==> src/rtl/pipe_ctrl_pkg.sv <==
// rtl/pipe_ctrl_pkg.sv - opcodes, ALUOp encodings and the control bundle type
package pipe_ctrl_pkg;

    localparam logic [5:0] OP_RTYPE = 6'h00;
    localparam logic [5:0] OP_J     = 6'h02;
    localparam logic [5:0] OP_BEQ   = 6'h04;
    localparam logic [5:0] OP_BNE   = 6'h05;
    localparam logic [5:0] OP_ADDI  = 6'h08;
    localparam logic [5:0] OP_SLTI  = 6'h0A;
    localparam logic [5:0] OP_ORI   = 6'h0D;
    localparam logic [5:0] OP_LW    = 6'h23;
    localparam logic [5:0] OP_SW    = 6'h2B;

    localparam logic [2:0] ALU_ADD   = 3'b000;
    localparam logic [2:0] ALU_SUB   = 3'b001;
    localparam logic [2:0] ALU_FUNCT = 3'b010;
    localparam logic [2:0] ALU_OR    = 3'b011;
    localparam logic [2:0] ALU_SLT   = 3'b100;

    typedef struct packed {
        logic       regwrite;
        logic       alusrc;
        logic       regdst;
        logic [2:0] aluop;
        logic       memread;
        logic       memwrite;
        logic       memtoreg;
        logic       beq;
        logic       bne;
    } ctrl_bundle_t;

    localparam ctrl_bundle_t BUBBLE = '0;

endpackage

==> src/rtl/ctrl_decode.sv <==
// rtl/ctrl_decode.sv - combinational opcode to control-bundle decoder
module ctrl_decode
    import pipe_ctrl_pkg::*;
#(
    parameter bit EN_JUMP = 1'b1
) (
    input  logic [5:0]   op,
    input  logic         valid,
    output ctrl_bundle_t bundle,
    output logic         uses_rt,
    output logic         jump,
    output logic         illegal
);

    logic is_jump;
    logic known;

    always_comb begin
        bundle  = BUBBLE;
        uses_rt = 1'b0;
        is_jump = 1'b0;
        known   = 1'b1;
        case (op)
            OP_RTYPE: begin
                bundle.regwrite = 1'b1;
                bundle.regdst   = 1'b1;
                bundle.aluop    = ALU_FUNCT;
                uses_rt         = 1'b1;
            end
            OP_ADDI: begin
                bundle.regwrite = 1'b1;
                bundle.alusrc   = 1'b1;
                bundle.aluop    = ALU_ADD;
            end
            OP_ORI: begin
                bundle.regwrite = 1'b1;
                bundle.alusrc   = 1'b1;
                bundle.aluop    = ALU_OR;
            end
            OP_SLTI: begin
                bundle.regwrite = 1'b1;
                bundle.alusrc   = 1'b1;
                bundle.aluop    = ALU_SLT;
            end
            OP_LW: begin
                bundle.regwrite = 1'b1;
                bundle.alusrc   = 1'b1;
                bundle.memread  = 1'b1;
                bundle.memtoreg = 1'b1;
                bundle.aluop    = ALU_ADD;
            end
            OP_SW: begin
                bundle.alusrc   = 1'b1;
                bundle.memwrite = 1'b1;
                bundle.aluop    = ALU_ADD;
                uses_rt         = 1'b1;
            end
            OP_BEQ: begin
                bundle.beq   = 1'b1;
                bundle.aluop = ALU_SUB;
                uses_rt      = 1'b1;
            end
            OP_BNE: begin
                bundle.bne   = 1'b1;
                bundle.aluop = ALU_SUB;
                uses_rt      = 1'b1;
            end
            OP_J: begin
                if (EN_JUMP) is_jump = 1'b1;
                else         known   = 1'b0;
            end
            default: known = 1'b0;
        endcase
    end

    assign jump    = valid & is_jump;
    assign illegal = valid & ~known;

endmodule

==> src/rtl/pipe_ctrl_unit.sv <==
// rtl/pipe_ctrl_unit.sv - pipelined control: decode, ID/EX-EX/MEM-MEM/WB control regs, load-use stall
module pipe_ctrl_unit
    import pipe_ctrl_pkg::*;
#(
    parameter int ALUOP_W    = 3,
    parameter int REG_ADDR_W = 5,
    parameter bit EN_JUMP    = 1'b1
) (
    input  logic                  clk_i,
    input  logic                  rst_i,
    input  logic [5:0]            instr_op_i,
    input  logic                  id_valid_i,
    input  logic [REG_ADDR_W-1:0] id_rs_i,
    input  logic [REG_ADDR_W-1:0] id_rt_i,
    input  logic                  flush_i,
    output logic                  stall_o,
    output logic                  jump_o,
    output logic                  illegal_o,
    output logic [ALUOP_W-1:0]    ex_aluop_o,
    output logic                  ex_alusrc_o,
    output logic                  ex_regdst_o,
    output logic                  ex_brancheq_o,
    output logic                  ex_branchne_o,
    output logic                  mem_memread_o,
    output logic                  mem_memwrite_o,
    output logic                  wb_regwrite_o,
    output logic                  wb_memtoreg_o
);

    ctrl_bundle_t id_bundle;
    logic         id_uses_rt;

    ctrl_decode #(.EN_JUMP(EN_JUMP)) u_decode (
        .op      (instr_op_i),
        .valid   (id_valid_i),
        .bundle  (id_bundle),
        .uses_rt (id_uses_rt),
        .jump    (jump_o),
        .illegal (illegal_o)
    );

    ctrl_bundle_t          idex_bundle;
    logic [REG_ADDR_W-1:0] idex_rt;
    logic                  idex_valid;
    logic                  exmem_memread, exmem_memwrite, exmem_regwrite, exmem_memtoreg, exmem_valid;
    logic                  memwb_regwrite, memwb_memtoreg, memwb_valid;
    logic                  load_use;

    // A load targeting $0 writes nothing, so it never blocks a consumer.
    assign load_use = id_valid_i & idex_valid & idex_bundle.memread & (idex_rt != '0) &
                      ((idex_rt == id_rs_i) | (id_uses_rt & (idex_rt == id_rt_i)));
    assign stall_o  = load_use & ~flush_i;

    always_ff @(posedge clk_i) begin
        if (rst_i || flush_i || stall_o || !id_valid_i || illegal_o) begin
            idex_bundle <= BUBBLE;
            idex_rt     <= '0;
            idex_valid  <= 1'b0;
        end else begin
            idex_bundle <= id_bundle;
            idex_rt     <= id_rt_i;
            idex_valid  <= 1'b1;
        end
    end

    always_ff @(posedge clk_i) begin
        if (rst_i || flush_i || !idex_valid) begin
            exmem_memread  <= 1'b0;
            exmem_memwrite <= 1'b0;
            exmem_regwrite <= 1'b0;
            exmem_memtoreg <= 1'b0;
            exmem_valid    <= 1'b0;
        end else begin
            exmem_memread  <= idex_bundle.memread;
            exmem_memwrite <= idex_bundle.memwrite;
            exmem_regwrite <= idex_bundle.regwrite;
            exmem_memtoreg <= idex_bundle.memtoreg;
            exmem_valid    <= 1'b1;
        end
    end

    always_ff @(posedge clk_i) begin
        if (rst_i || !exmem_valid) begin
            memwb_regwrite <= 1'b0;
            memwb_memtoreg <= 1'b0;
            memwb_valid    <= 1'b0;
        end else begin
            memwb_regwrite <= exmem_regwrite;
            memwb_memtoreg <= exmem_memtoreg;
            memwb_valid    <= 1'b1;
        end
    end

    assign ex_aluop_o     = ALUOP_W'(idex_bundle.aluop);
    assign ex_alusrc_o    = idex_bundle.alusrc;
    assign ex_regdst_o    = idex_bundle.regdst;
    assign ex_brancheq_o  = idex_bundle.beq;
    assign ex_branchne_o  = idex_bundle.bne;
    assign mem_memread_o  = exmem_memread;
    assign mem_memwrite_o = exmem_memwrite;
    assign wb_regwrite_o  = memwb_regwrite;
    assign wb_memtoreg_o  = memwb_memtoreg;

endmodule
==> config.mk <==
export PLATFORM = sky130hd
export DESIGN_NAME = pipe_ctrl_unit
export DESIGN_NICKNAME = d
export VERILOG_FILES = /design/src/rtl/pipe_ctrl_pkg.sv /design/src/rtl/ctrl_decode.sv /design/src/rtl/pipe_ctrl_unit.sv
export SDC_FILE = /design/constraint.sdc
export NUM_CORES = 1
export LEC_CHECK = 0
export ABC_AREA = 1
export BUFFER_PORTS_ARGS = -buffer_cell sky130_fd_sc_hd__buf_2
export CORE_MARGIN = 2
export CORE_UTILIZATION = 30
export DETAILED_ROUTE_END_ITERATION = 16
export SYNTH_ARGS = -nofsm -noshare
export SYNTH_HDL_FRONTEND = slang
export SYNTH_SLANG_ARGS = --single-unit
==> constraint.sdc <==
create_clock -name clk_i -period 3.06 [get_ports clk_i]
set_clock_uncertainty 0.15 [all_clocks]
set_input_delay 0.765 -clock clk_i [delete_from_list [all_inputs] [get_ports clk_i]]
set_output_delay 0.765 -clock clk_i [all_outputs]
set_load 0.03 [all_outputs]
### Word-level counts from Yosys, hierarchy flattened

Cells that the tools add are included.

| cells by class | value |
|---|---|
| equal/unequal tests | 10 |
| multiplexer cells | 13 |
| bitwise gates (word level) | 11 |
| reductions and logical operators | 16 |

Operators by type and width:

| cell | count |
|---|---|
| 6-bit by 4-bit == test with 1-bit output, second input constant | 3 |
| 6-bit by 3-bit == test with 1-bit output, second input constant | 2 |
| 6-bit == test, second input constant | 2 |
| 1-bit two-way mux | 12 |
| 3-bit one-hot mux with 4 select lines | 1 |
| 5-bit == test | 2 |
| 5-bit OR reduction | 2 |
| 9-bit OR reduction | 1 |
| 1-bit AND | 8 |
| 6-bit by 2-bit == test with 1-bit output, second input constant | 1 |
| 6-bit logical NOT | 1 |
| 1-bit logical OR | 6 |
| 5-bit nonzero test | 1 |
| 4-bit OR reduction | 1 |
| 1-bit logical NOT | 3 |
| 1-bit inverter | 2 |
| 2-bit OR reduction | 1 |
| 1-bit OR | 1 |

| word-level totals | value |
|---|---|
| register bits after elaboration | 22 |
| bits of input ports | 20 |
| output and inout port bits | 14 |
| logic and storage cells | 66 |

### Logic depth before layout (Yosys ltp)

| logic depth | value |
|---|---|
| word-level depth | 11 |
| mapped depth | 12 |
| mapped depth without buffers | 11 |

### Modules after synthesis

Synthesis repeated with hierarchy kept, for this count alone.

| second synthesis, totals | value |
|---|---|
| cell total of the unflattened synthesis | 173 |
| area total of the unflattened synthesis | 1,166.1 um2 |

By module, submodules not included:

| module | times used | cells an instance | area each (um2) | sequential area each (um2) |
|---|---|---|---|---|
| pipe_ctrl_unit | 1 | 130 | 973.4 | 480.5 |
| ctrl_decode | 1 | 43 | 192.7 | 0.0 |

### Worst setup path after synthesis

No wires, ideal clock.

| path | value |
|---|---|
| path kind | in2out |
| from | in instr_op_i[4] |
| to | out stall_o |
| arrival | 1.592 ns |
| required time | 2.145 ns |
| setup slack | 0.553 ns |
| stages | 9 |
| buffers on the path | 0 |
| cell sequence | nor2_4 > nand3_1 > nand2_1 > inv_1 > nand2_1 > nand2_1 > nand2_1 > nand2_2 > inv_1 |

| between the ends | value |
|---|---|
| longest elaborated chain between the ends | 7 |
| elaborated cells between the ends (all ways) | 10 |
| classes of those cells | eq/ne: 3; mux: 1; bitwise: 4; reduce/logical: 2 |

Ends and longest elaborated chain:

| item | RTL line | text |
|---|---|---|
| from (decl) | pipe_ctrl_unit.sv:11 | `input logic [5:0] instr_op_i,` |
| 6-bit == test, or another cell as far along | ctrl_decode.sv:23 | `case (op)` |
| 4-bit OR reduction (no line) (*) | - |  |
| 1-bit two-way mux (*) | ctrl_decode.sv:23 |  |
| 1-bit AND (*) | pipe_ctrl_unit.sv:51 | `((idex_rt == id_rs_i) \| (id_uses_rt & (idex_rt == id_rt_i)));` |
| 1-bit OR (*) | pipe_ctrl_unit.sv:51 |  |
| 1-bit AND (*) | pipe_ctrl_unit.sv:50 | `assign load_use = id_valid_i & idex_valid & idex_bundle.memread & (idex_rt != '0) &` |
| 1-bit AND (*) | pipe_ctrl_unit.sv:52 | `assign stall_o = load_use & ~flush_i;` |
| to (decl) | pipe_ctrl_unit.sv:16 | `output logic stall_o,` |

Every way passes the cells marked *; elsewhere a longest branch is shown, timed or not.

### Worst setup path after layout

| path | value |
|---|---|
| from | in instr_op_i[0] |
| to | out stall_o |

Same word-level chain as after synthesis.

==> flow_metrics.tcl <==
set metrics [dict create \
    fin_crit_sh_pct 91.37 \
    synth_top_area_share_pct 42.05 \
    drtIter0Drc 21 \
    min_period_ns 2.796 \
    synth_cell_types 19 \
    clock_latency_ns 0.31 \
    slew_viol_final 0 \
    yosysTopAreaCell "dfxtp_1" \
    die_area_um2 3980 \
    arrival_ns 1.88 \
    final_cells 226 \
    critPathMaxFanout 4 \
    placementRows 21 \
    cts_sinks 22 \
    ys_ff_latch 22 \
    tritoncts "yes" \
    worst_setup_path_end_kind "output pin" \
    timing.hold.ws_ns 0.2699 \
    gr-total-overflow 0 \
    ys_seq_area_share_pct 42.05 \
    cts-resized-gates 0 \
    syn2layout_area_growth_pct 22.70 \
    hold_violations 0 \
    n_fill_cell 375 \
    vias 908 \
    io-pin-count 34 \
    die_y_um 63.09 \
    viasPerCell 4.018 \
    hold_class "reg2reg" \
    cts_buffers 3 \
    syn_inst 147 \
    dp_hpwl_um 1514 \
    wl_per_cell_um 8.155 \
    antenna_found_initial 0 \
    syn_nets 167 \
    drc 0 \
    avgSynthCellArea_um2 7.124 \
    cts_root_buffer "clkbuf_4" \
    final_nets 201 \
    cp.required_ns 2.14 \
    ys_warn_count 0 \
    clkTransAtPathRegs_ns 0.12 \
    netlist_top_cells_area "dfxtp_1 (42%), inv_1 (11%), nor2_1 (9.3%), nand2_1 (8.2%), nand3_1 (5.7%)" \
    grt_pass1_vias 830 \
    placed_cell_area_um2 1232 \
    finalInstanceArea_um2 1285 \
    setup_viol 0 \
    drive_gt1_share_pct 27.78 \
    grt_max_degree 17 \
    cp-start-kind "input port" \
    diodes 0 \
    p_per_area_nw_per_um2 439.9 \
    die_x_um 63.09 \
    worst-r2r-setup-slack_ns 1.64 \
    critPathKind "in2out" \
    clock_path_buffers 2 \
    placed_cells 222 \
    tightestPinTransition_ns 0.2110 \
    start_util_pct 31.38 \
    wl_um 1843 \
    cts_hold_buf 0 \
    drv_cap 0 \
    ant_nets 0 \
    first_pass_iters 5 \
    mostFrequentLayoutCell "buf_2" \
    grt_pass1_wl_um 3256 \
    cts_setup_buffers 0 \
    core_area_um2 3337 \
    rsz0062_at_grt "no" \
    worst_ir_drop_vdd_mv 0.1312 \
    fin_setup_tns_ns 0 \
    status "finished, final reports clean" \
    portBuffers 33 \
    gp_congestion 0.7550 \
    timing.fmax_mhz 357.7 \
    grtUsageTotal_pct 10.39 \
    p_leak_nw 0.6678 \
    ctsHtreeMaxLevel 1 \
    syn-cell-area_um2 1047 \
    layout_common_cells "buf_2 (33), inv_1 (32), nor2_1 (26), nand2_1 (23), dfxtp_1 (22)" \
    max_slew_margin_pct 85.88 \
]
-- state kept, by name, indices dropped and copies added, names as in the netlist --
name            count
wb_regwrite_o       1
exmem_memtoreg      1
ex_alusrc_o         1
idex_rt             5
wb_memtoreg_o       1
ex_aluop_o          3
ex_branchne_o       1
exmem_valid         1
exmem_regwrite      1
idex_valid          1
idex_bundle         3
ex_regdst_o         1
ex_brancheq_o       1
mem_memwrite_o      1
-- cell type report --
| cell class | count | area, µm² | share of cell area (%) |
|---|---|---|---|
| Sequential cell | 22 | 440.4 | 34.27 |
| Tap cell | 46 | 57.56 | 4.479 |
| Multi-Input combinational cell | 88 | 444.2 | 34.57 |
| Clock buffer | 3 | 22.52 | 1.753 |
| Inverter | 33 | 125.1 | 9.737 |
| Timing Repair Buffer | 33 | 165.2 | 12.85 |
| Clock inverter | 1 | 30.03 | 2.337 |
-- report_power, final --
part	switching, mW	internal (mW)
Clock	0.0854	0.132
Combinational	0.0339	0.0233
Sequential	0.00152	0.289
Total	0.121	0.444
-- synthesized netlist by cell type --
cell / n
nor3_1: 2
nand4_1: 2
nor2_4: 1
nor3b_1: 4
inv_1: 32
nand3_2: 1
clkinv_2: 1
buf_8: 1
nand2_1: 23
a31oi_1: 1
buf_4: 3
xnor2_1: 4
nor2_2: 8
xor2_1: 2
nand2_2: 1
nand3_1: 12
dfxtp_1: 22
nand2_4: 1
nor2_1: 26
-- critical path: stages --
cell,delay [ns]
buf_2,0.12
nor2_1,0.20
nand3_1,0.14
nand2_1,0.13
inv_1,0.05
nand2_1,0.06
nand2_1,0.05
nand2_1,0.06
nand2_2,0.07
inv_1,0.06
buf_2,0.19
-- per-layer routing --
| layer | track usage (%) | share of wire (%) | vias up |
|---|---|---|---|
| met1 | 12.39 | 45 | 380 |
| met5 | 0 | 0 | - |
| met4 | 6.667 | 3.0 | 0 |
| met2 | 16.89 | 46 | 24 |
| li1 | - | - | 499 |
| met3 | 2.143 | 5.5 | 5 |
-- worst paths after layout --
| kind | startpoint | end | cells past startpoint |
|---|---|---|---|
| max | instr_op_i[0] | stall_o | 11 |
| min | idex_bundle[3]$_SDFF_PP0_ | mem_memwrite_o$_SDFF_PN0_ | 2 |
| max reg2reg | idex_rt[4]$_SDFF_PP0_ | ex_alusrc_o$_SDFF_PP0_ | 9 |
| min reg2reg | idex_bundle[3]$_SDFF_PP0_ | mem_memwrite_o$_SDFF_PN0_ | 2 |
-- stage by stage --
| step | power, mW | util, % | setup slack [ns] |
|---|---|---|---|
| finish | 0.5652 | 38.51 | 0.2642 |
| global route | 0.5975 | 38.51 | 0.04044 |
| CTS | 0.5743 | 38.51 | 0.2628 |
| detailed placement | 0.3543 | 36.93 | 0.2652 |
| global placement | 0.3542 | 36.93 | 0.2539 |
| floorplan | 0.3319 | - | 0.5527 |
-- kinds of logic after synthesis --
logic type / synth area share, %
xor gates and xnor gates: 5.018
buffers and inverters: 15.53
AOI/OAI and AO/OA: 0.5978
DFF: 42.05
and+or+nand+nor: 36.80
Note: power is estimated with default switching activity, not from simulation.
